--- config.mk ---
export PLATFORM = sky130hd
export DESIGN_NAME = bsg_acm_engine
export DESIGN_NICKNAME = d
export VERILOG_FILES = /design/src/rtl/bsg_acm_engine.sv
export SDC_FILE = /design/constraint.sdc
export NUM_CORES = 1
export LEC_CHECK = 0
export ABC_AREA = 1
export CAP_MARGIN = 0
export CELL_PAD_IN_SITES_DETAIL_PLACEMENT = 1
export CELL_PAD_IN_SITES_GLOBAL_PLACEMENT = 2
export CORE_ASPECT_RATIO = 0.5
export CORE_MARGIN = 4
export CORE_UTILIZATION = 43
export CTS_CLUSTER_SIZE = 28
export DETAILED_ROUTE_END_ITERATION = 8
export MAX_ROUTING_LAYER = met4
export PLACE_DENSITY = 0.76
export SETUP_SLACK_MARGIN = 0.1
export SYNTH_ARGS = -nofsm -noshare
export SYNTH_HDL_FRONTEND = slang
export SYNTH_SLANG_ARGS = --single-unit
--- constraint.sdc ---
create_clock -name clk_i -period 5.9 [get_ports clk_i]
set_input_delay 1.18 -clock clk_i [delete_from_list [all_inputs] [get_ports clk_i]]
set_output_delay 1.18 -clock clk_i [all_outputs]
set_load 0.02 [all_outputs]
--- src/rtl/bsg_acm_engine.sv ---
// bsg_acm_engine: Arnold's Cat Map permutation engine.
// Loads an N x N image over ready/valid, runs a latched number of forward or
// inverse cat-map passes between two ping-pong buffers, then streams the
// result out over valid/yumi.
// Optional: define BSG_ACM_PERF_CTR_EN to add perf_cycles_o / perf_images_o.
//
// state   | meaning
// --------+------------------------------------------------------------
// e_load  | accept pixels into buf[cur]; latch iters/decrypt on beat 0
// e_map   | one pixel per cycle buf[cur][a] -> buf[~cur][f(a)]
// e_drain | present buf[cur][addr] on data_o, advance on yumi_i

module bsg_acm_engine #(
  parameter int board_width_p = 8,
  parameter int pixel_width_p = 8,
  parameter int max_iters_p   = 15,
  localparam int coord_width_lp = (board_width_p > 1) ? $clog2(board_width_p) : 1,
  localparam int addr_width_lp  = ((board_width_p * board_width_p) > 1)
                                  ? $clog2(board_width_p * board_width_p) : 1,
  localparam int iter_width_lp  = ((max_iters_p + 1) > 1) ? $clog2(max_iters_p + 1) : 1
) (
  input  logic                     clk_i,
  input  logic                     reset_i,
  input  logic [pixel_width_p-1:0] data_i,
  input  logic                     v_i,
  input  logic [iter_width_lp-1:0] iters_i,
  input  logic                     decrypt_i,
  output logic                     ready_o,
  output logic [pixel_width_p-1:0] data_o,
  output logic                     v_o,
  input  logic                     yumi_i,
  output logic                     busy_o
`ifdef BSG_ACM_PERF_CTR_EN
  , output logic [31:0]            perf_cycles_o
  , output logic [15:0]            perf_images_o
`endif
);

  localparam int nn_lp        = board_width_p * board_width_p;
  localparam int ext_width_lp = coord_width_lp + 2;

  localparam logic [addr_width_lp-1:0]  last_addr_lp  = addr_width_lp'(nn_lp - 1);
  localparam logic [coord_width_lp-1:0] last_coord_lp = coord_width_lp'(board_width_p - 1);
  localparam logic [ext_width_lp-1:0]   n_ext_lp      = ext_width_lp'(board_width_p);
  localparam logic [iter_width_lp-1:0]  max_iters_lp  = iter_width_lp'(max_iters_p);
  localparam logic [iter_width_lp-1:0]  one_iter_lp   = iter_width_lp'(1);

  typedef enum logic [1:0] {
    e_load  = 2'd0,
    e_map   = 2'd1,
    e_drain = 2'd2
  } state_e;

  state_e state_r, state_n;

  logic [addr_width_lp-1:0]  addr_r;
  logic [coord_width_lp-1:0] x_r, y_r;
  logic [iter_width_lp-1:0]  iters_left_r;
  logic                      decrypt_r;
  logic                      cur_r;

  logic [pixel_width_p-1:0]  buf_r [2][nn_lp];

  logic                      load_fire, map_step, drain_fire, addr_adv, addr_last, first_beat;
  logic [iter_width_lp-1:0]  iters_sat;
  logic [ext_width_lp-1:0]   x_ext, y_ext, x_map, y_map;
  logic [addr_width_lp-1:0]  map_addr;
  logic                      buf_we, buf_wsel;
  logic [addr_width_lp-1:0]  buf_waddr;
  logic [pixel_width_p-1:0]  buf_wdata, rd_data;

  assign addr_last  = (addr_r == last_addr_lp);
  assign first_beat = load_fire & (addr_r == '0);
  assign iters_sat  = (iters_i > max_iters_lp) ? max_iters_lp : iters_i;
  assign addr_adv   = load_fire | map_step | drain_fire;

  // state register
  always_ff @(posedge clk_i) begin
    if (reset_i) state_r <= e_load;
    else         state_r <= state_n;
  end

  // next-state decode and handshake outputs
  always_comb begin
    state_n    = state_r;
    ready_o    = 1'b0;
    v_o        = 1'b0;
    busy_o     = 1'b0;
    load_fire  = 1'b0;
    map_step   = 1'b0;
    drain_fire = 1'b0;
    case (state_r)
      e_load: begin
        // ready is withheld during reset so no beat is counted as captured
        ready_o   = ~reset_i;
        load_fire = v_i & ~reset_i;
        if (load_fire && addr_last)
          state_n = (iters_left_r != '0) ? e_map : e_drain;
      end
      e_map: begin
        busy_o   = 1'b1;
        map_step = 1'b1;
        if (addr_last && (iters_left_r == one_iter_lp))
          state_n = e_drain;
      end
      e_drain: begin
        v_o        = 1'b1;
        drain_fire = yumi_i;
        if (yumi_i && addr_last)
          state_n = e_load;
      end
      default: state_n = e_load;
    endcase
  end

  // raster address with separate x/y so the map needs no divider
  always_ff @(posedge clk_i) begin
    if (reset_i) begin
      addr_r       <= '0;
      x_r          <= '0;
      y_r          <= '0;
      iters_left_r <= '0;
      decrypt_r    <= 1'b0;
      cur_r        <= 1'b0;
    end else begin
      if (addr_adv) begin
        if (addr_last) begin
          addr_r <= '0;
          x_r    <= '0;
          y_r    <= '0;
        end else begin
          addr_r <= addr_r + addr_width_lp'(1);
          if (x_r == last_coord_lp) begin
            x_r <= '0;
            y_r <= y_r + coord_width_lp'(1);
          end else begin
            x_r <= x_r + coord_width_lp'(1);
          end
        end
      end
      if (first_beat) begin
        iters_left_r <= iters_sat;
        decrypt_r    <= decrypt_i;
      end
      if (map_step && addr_last) begin
        cur_r        <= ~cur_r;
        iters_left_r <= iters_left_r - one_iter_lp;
      end
    end
  end

  // cat-map destination; inverse terms are biased by +N to stay non-negative,
  // then at most two subtractions of N bring every case back into [0, N)
  always_comb begin
    x_ext = ext_width_lp'(x_r);
    y_ext = ext_width_lp'(y_r);
    if (decrypt_r) begin
      x_map = (x_ext << 1) + n_ext_lp - y_ext;
      y_map = y_ext + n_ext_lp - x_ext;
    end else begin
      x_map = x_ext + y_ext;
      y_map = x_ext + (y_ext << 1);
    end
    if (x_map >= n_ext_lp) x_map = x_map - n_ext_lp;
    if (x_map >= n_ext_lp) x_map = x_map - n_ext_lp;
    if (y_map >= n_ext_lp) y_map = y_map - n_ext_lp;
    if (y_map >= n_ext_lp) y_map = y_map - n_ext_lp;
    map_addr = addr_width_lp'(32'(y_map) * board_width_p + 32'(x_map));
  end

  // single write port shared by load and map
  always_comb begin
    rd_data   = buf_r[cur_r][addr_r];
    buf_we    = (load_fire | map_step) & ~reset_i;
    buf_wsel  = load_fire ? cur_r : ~cur_r;
    buf_waddr = load_fire ? addr_r : map_addr;
    buf_wdata = load_fire ? data_i : rd_data;
  end

  // ping-pong pixel storage, intentionally not reset
  always_ff @(posedge clk_i) begin
    if (buf_we) buf_r[buf_wsel][buf_waddr] <= buf_wdata;
  end

  assign data_o = rd_data;

`ifdef BSG_ACM_PERF_CTR_EN
  // map-cycle and completed-image counters
  always_ff @(posedge clk_i) begin
    if (reset_i) begin
      perf_cycles_o <= '0;
      perf_images_o <= '0;
    end else begin
      if (first_beat)
        perf_cycles_o <= '0;
      else if (map_step && (perf_cycles_o != '1))
        perf_cycles_o <= perf_cycles_o + 32'd1;
      if (drain_fire && addr_last)
        perf_images_o <= perf_images_o + 16'd1;
    end
  end
`endif

endmodule

==> results.md <==
- Hpwl dp: 88.1 mm
- Post-synthesis sequential area ratio: 0.688
- Min-delay worst type: reg2reg
- RSZ-0062 raised after global routing: yes
- Power Total: 16.9 mW
- Congestion Overflow GR: 0
- Htree depth: 3
- Hold-fix buffers, CTS: 0
- Worst Hold Slack: 0.484 ns
- Cell Rows: 83
- Inserted Clock Buffers: 96
- Share of post-route cells with drive strength above 1: 0.0873
- Synth Area in Adders: 0.00784
- CTS tree: done
- Measured slew at the worst slew-check pin: 1.05 ns
- Starting density of the core: 0.438
- Port Buffers: 27
- Final Core Density: 0.496
- Seq cells post-synth: 1045
- Slowest stage cell on the critical path: inv_8
- WL/cell: 25.0 um
- CP Capture Type: primary output
- Die width: 467 um
- DP Area: 48000 um^2
- Die area: 111000 um^2
- Final net count: 4411
- RePlAce Congestion: 0.949
- Post-synth top area cell: edfxtp_1
- Max clock buf depth: 3
- Final Max Tran Viols: 0
- Mean Syn Cell Area: 10.5 um^2
- Crit Path Max Fanout: 124
- Critical-path cell list: inv_8 > buf_4 > nand2_1 > nand2_1 > nand2_1 > nand3_1 > nand3_1 > nand2_1 > nand3_1 > nand3_1 > and2_1 > clkdlybuf4s50_1
- First-pass GRT wire length: 212 mm
- Main combinational cell family by area after synthesis: simple AND/OR/NAND/NOR gates
- Compound-cell area share of the yosys netlist: 0.0367
- FMAX: 179 MHz
- Rel. slew slack: 0.299
- Synth Area in Simple Gates: 0.212
- Mapped Nets: 4349
- Reg-to-reg endpoint: buf_r[1][212]
- Worst stage delay on the critical path: 0.66 ns
- Final period util: 0.947
- R2R cell count: 28
- Setup slack, reg-to-reg: 0.40 ns
- Initial antenna violation count: 6
- FF-to-FF Start: y_r[1]
- Peak supply drop: 0.227 mV
- Final Hold Viols: 0
- Gr usage total: 0.269
- Max Cap Viol: 0
- Clk_lat worst skew: 0.70 ns
- Chip height: 238 um
- Yosys cell types: 42
- Pin count of the biggest net entering global routing: 168
- Fillers: 11107
- Core Region: 104000 um^2
- WL final: 146 mm
- Hold Path End: iters_left_r[2]
- Via density: 5.45
- Status: finished, final reports clean
- Mapped Cells: 4306
- Synth top area cells: edfxtp_1, nand2_1, nand3_1, nor2_1, inv_1
- # setup viols final: 0
- Crit path launch type: flip-flop
- Power Dens Cells: 328 nW/um^2
- Final setup TNS: 0 ns
- Post-synthesis cell area: 45300 um^2
- First DRT Iteration DRCs: 3056
- Hold Path Origin: iters_left_r[2]
- # IOs: 28
- Yosys warns: 0
- Worst clock skew: 0.0245 ns
- Num Clock Sinks: 1045
- CTS clk-pin slew, worst paths: 0.07 ns
- Top cell type's share of synthesized area: 0.678
- Hold path depth: 2
- P&R area growth vs syn: 13.2%
- Clk root buf: clkbuf_16
- Antenna-violating nets left: 0
- Design area: 51300 um^2
- # DRC: 0
- Worst Path Arrival: 4.40 ns
- P_leak: 19.8 nW
- Required @ worst endpoint: 4.72 ns
- Number of global-route vias before repair: 32324
- Synth Area in XOR/XNOR: 0.00155
- Drt first pass iters: 5
- Critical path class: reg2out
- Mux share of post-synthesis cell area: 0.000221
- Final worst path period need: 5.58 ns
- Via count: 31888
[worst max-delay path: cells and delay by family (launching register included)]
family                 cells  cell delay, ns
buffers and inverters      3            1.69
DFF                        1            0.43
and+or+nand+nor            9            1.54
[flip-flops by register name (all words and copies together) (netlist names), named ones only]
| register | count |
|---|---|
| buf_r | 1024 |
| addr_r | 6 |
| iters_left_r | 4 |
| x_r | 3 |
| y_r | 3 |
| state_r | 2 |
| cur_r | 1 |
| decrypt_r | 1 |
[worst max path at each step]
stage              start       endpoint  slack [ns]
4_1_cts        addr_r[0]      data_o[3]        0.32
2_1_floorplan     y_r[1]  buf_r[1][232]        1.01
6_report       flip-flop      data_o[3]        0.32
5_1_grt           y_r[1]  buf_r[1][208]       0.005
3_3_place_gp      y_r[1]  buf_r[0][229]        0.43
3_5_place_dp      y_r[1]  buf_r[1][227]        0.34
[power by group]
group | switching (mW) | leakage [nW] | internal, mW
combinational | 1.59 | 8.80 | 0.450
sequential | 0.0256 | 9.41 | 8.40
clock | 2.82 | 1.54 | 3.56
total | 4.44 | 19.8 | 12.4
[logic make-up after synthesis]
family | Yosys count
flip-flops | 1045
AND/OR/NAND/NOR | 2327
AO/OA/AOI/OAI | 313
XOR/XNOR | 8
adder cells (fa/ha/maj) | 26
multiplexers | 1
buffers and inverters | 586
[layout make-up]
class,instances,area (um^2),share of cell area
Sequential cell,1045,31200,0.608
Multi-Input combinational cell,2675,11800,0.231
Clock buffer,122,2610,0.0508
Timing Repair Buffer,213,2110,0.0411
Tap cell,1402,1750,0.0342
Inverter,337,1280,0.0250
Clock inverter,53,534,0.0104
Antenna cell,4,10.0,0.000195
[cells in the mapped netlist (all sizes together)]
cell type / n
a211oi: 5
a21oi: 58
a31o: 1
a31oi: 1
and2: 8
and3: 10
buf: 165
clkbuf: 84
clkinv: 8
dfxtp: 21
edfxtp: 1024
fa: 4
ha: 22
inv: 329
mux2i: 1
nand2: 1265
nand3: 445
nand3b: 2
nand4: 64
nor2: 530
nor3: 1
nor3b: 1
o211a: 1
o211ai: 24
o21ai: 222
o31ai: 1
or2: 1
xnor2: 2
xor2: 6
[layout by cell type (no fill, tap or decap), types with 15 or more instances in the layout]
master	count
o21ai_0	203
nor2_2	21
clkbuf_16	102
nand3_1	443
inv_1	317
clkdlybuf4s50_1	27
buf_4	151
nand4_1	64
o211ai_1	24
nor2_1	501
clkinv_2	18
a21oi_1	58
ha_1	22
edfxtp_1	1024
nand2_1	1256
clkinv_1	24
buf_12	32
dfxtp_1	18
clkbuf_1	20
o21ai_1	15
[per-stage QoR]
| step | instances | setup WS, ns |
|---|---|---|
| floorplan | 4306 | 1.01 |
| global placement | 5669 | 0.430 |
| detailed placement | 5669 | 0.341 |
| CTS | 5844 | 0.317 |
| global route | 5851 | 0.00541 |
| finish | 5851 | 0.316 |
[per-layer routing]
layer,routed length [um],GRT usage
met5,0,-
met4,3790,0.0760
met3,10600,0.0554
met2,67500,0.415
met1,64500,0.364
[repair_timing]
item,CTS,global route
setup buffers,0,2
resized for setup,0,21
endpoints found under the setup margin,0,580
hold endpoints to repair,0,0
No activity file was read; power rests on OpenSTA's default activity.
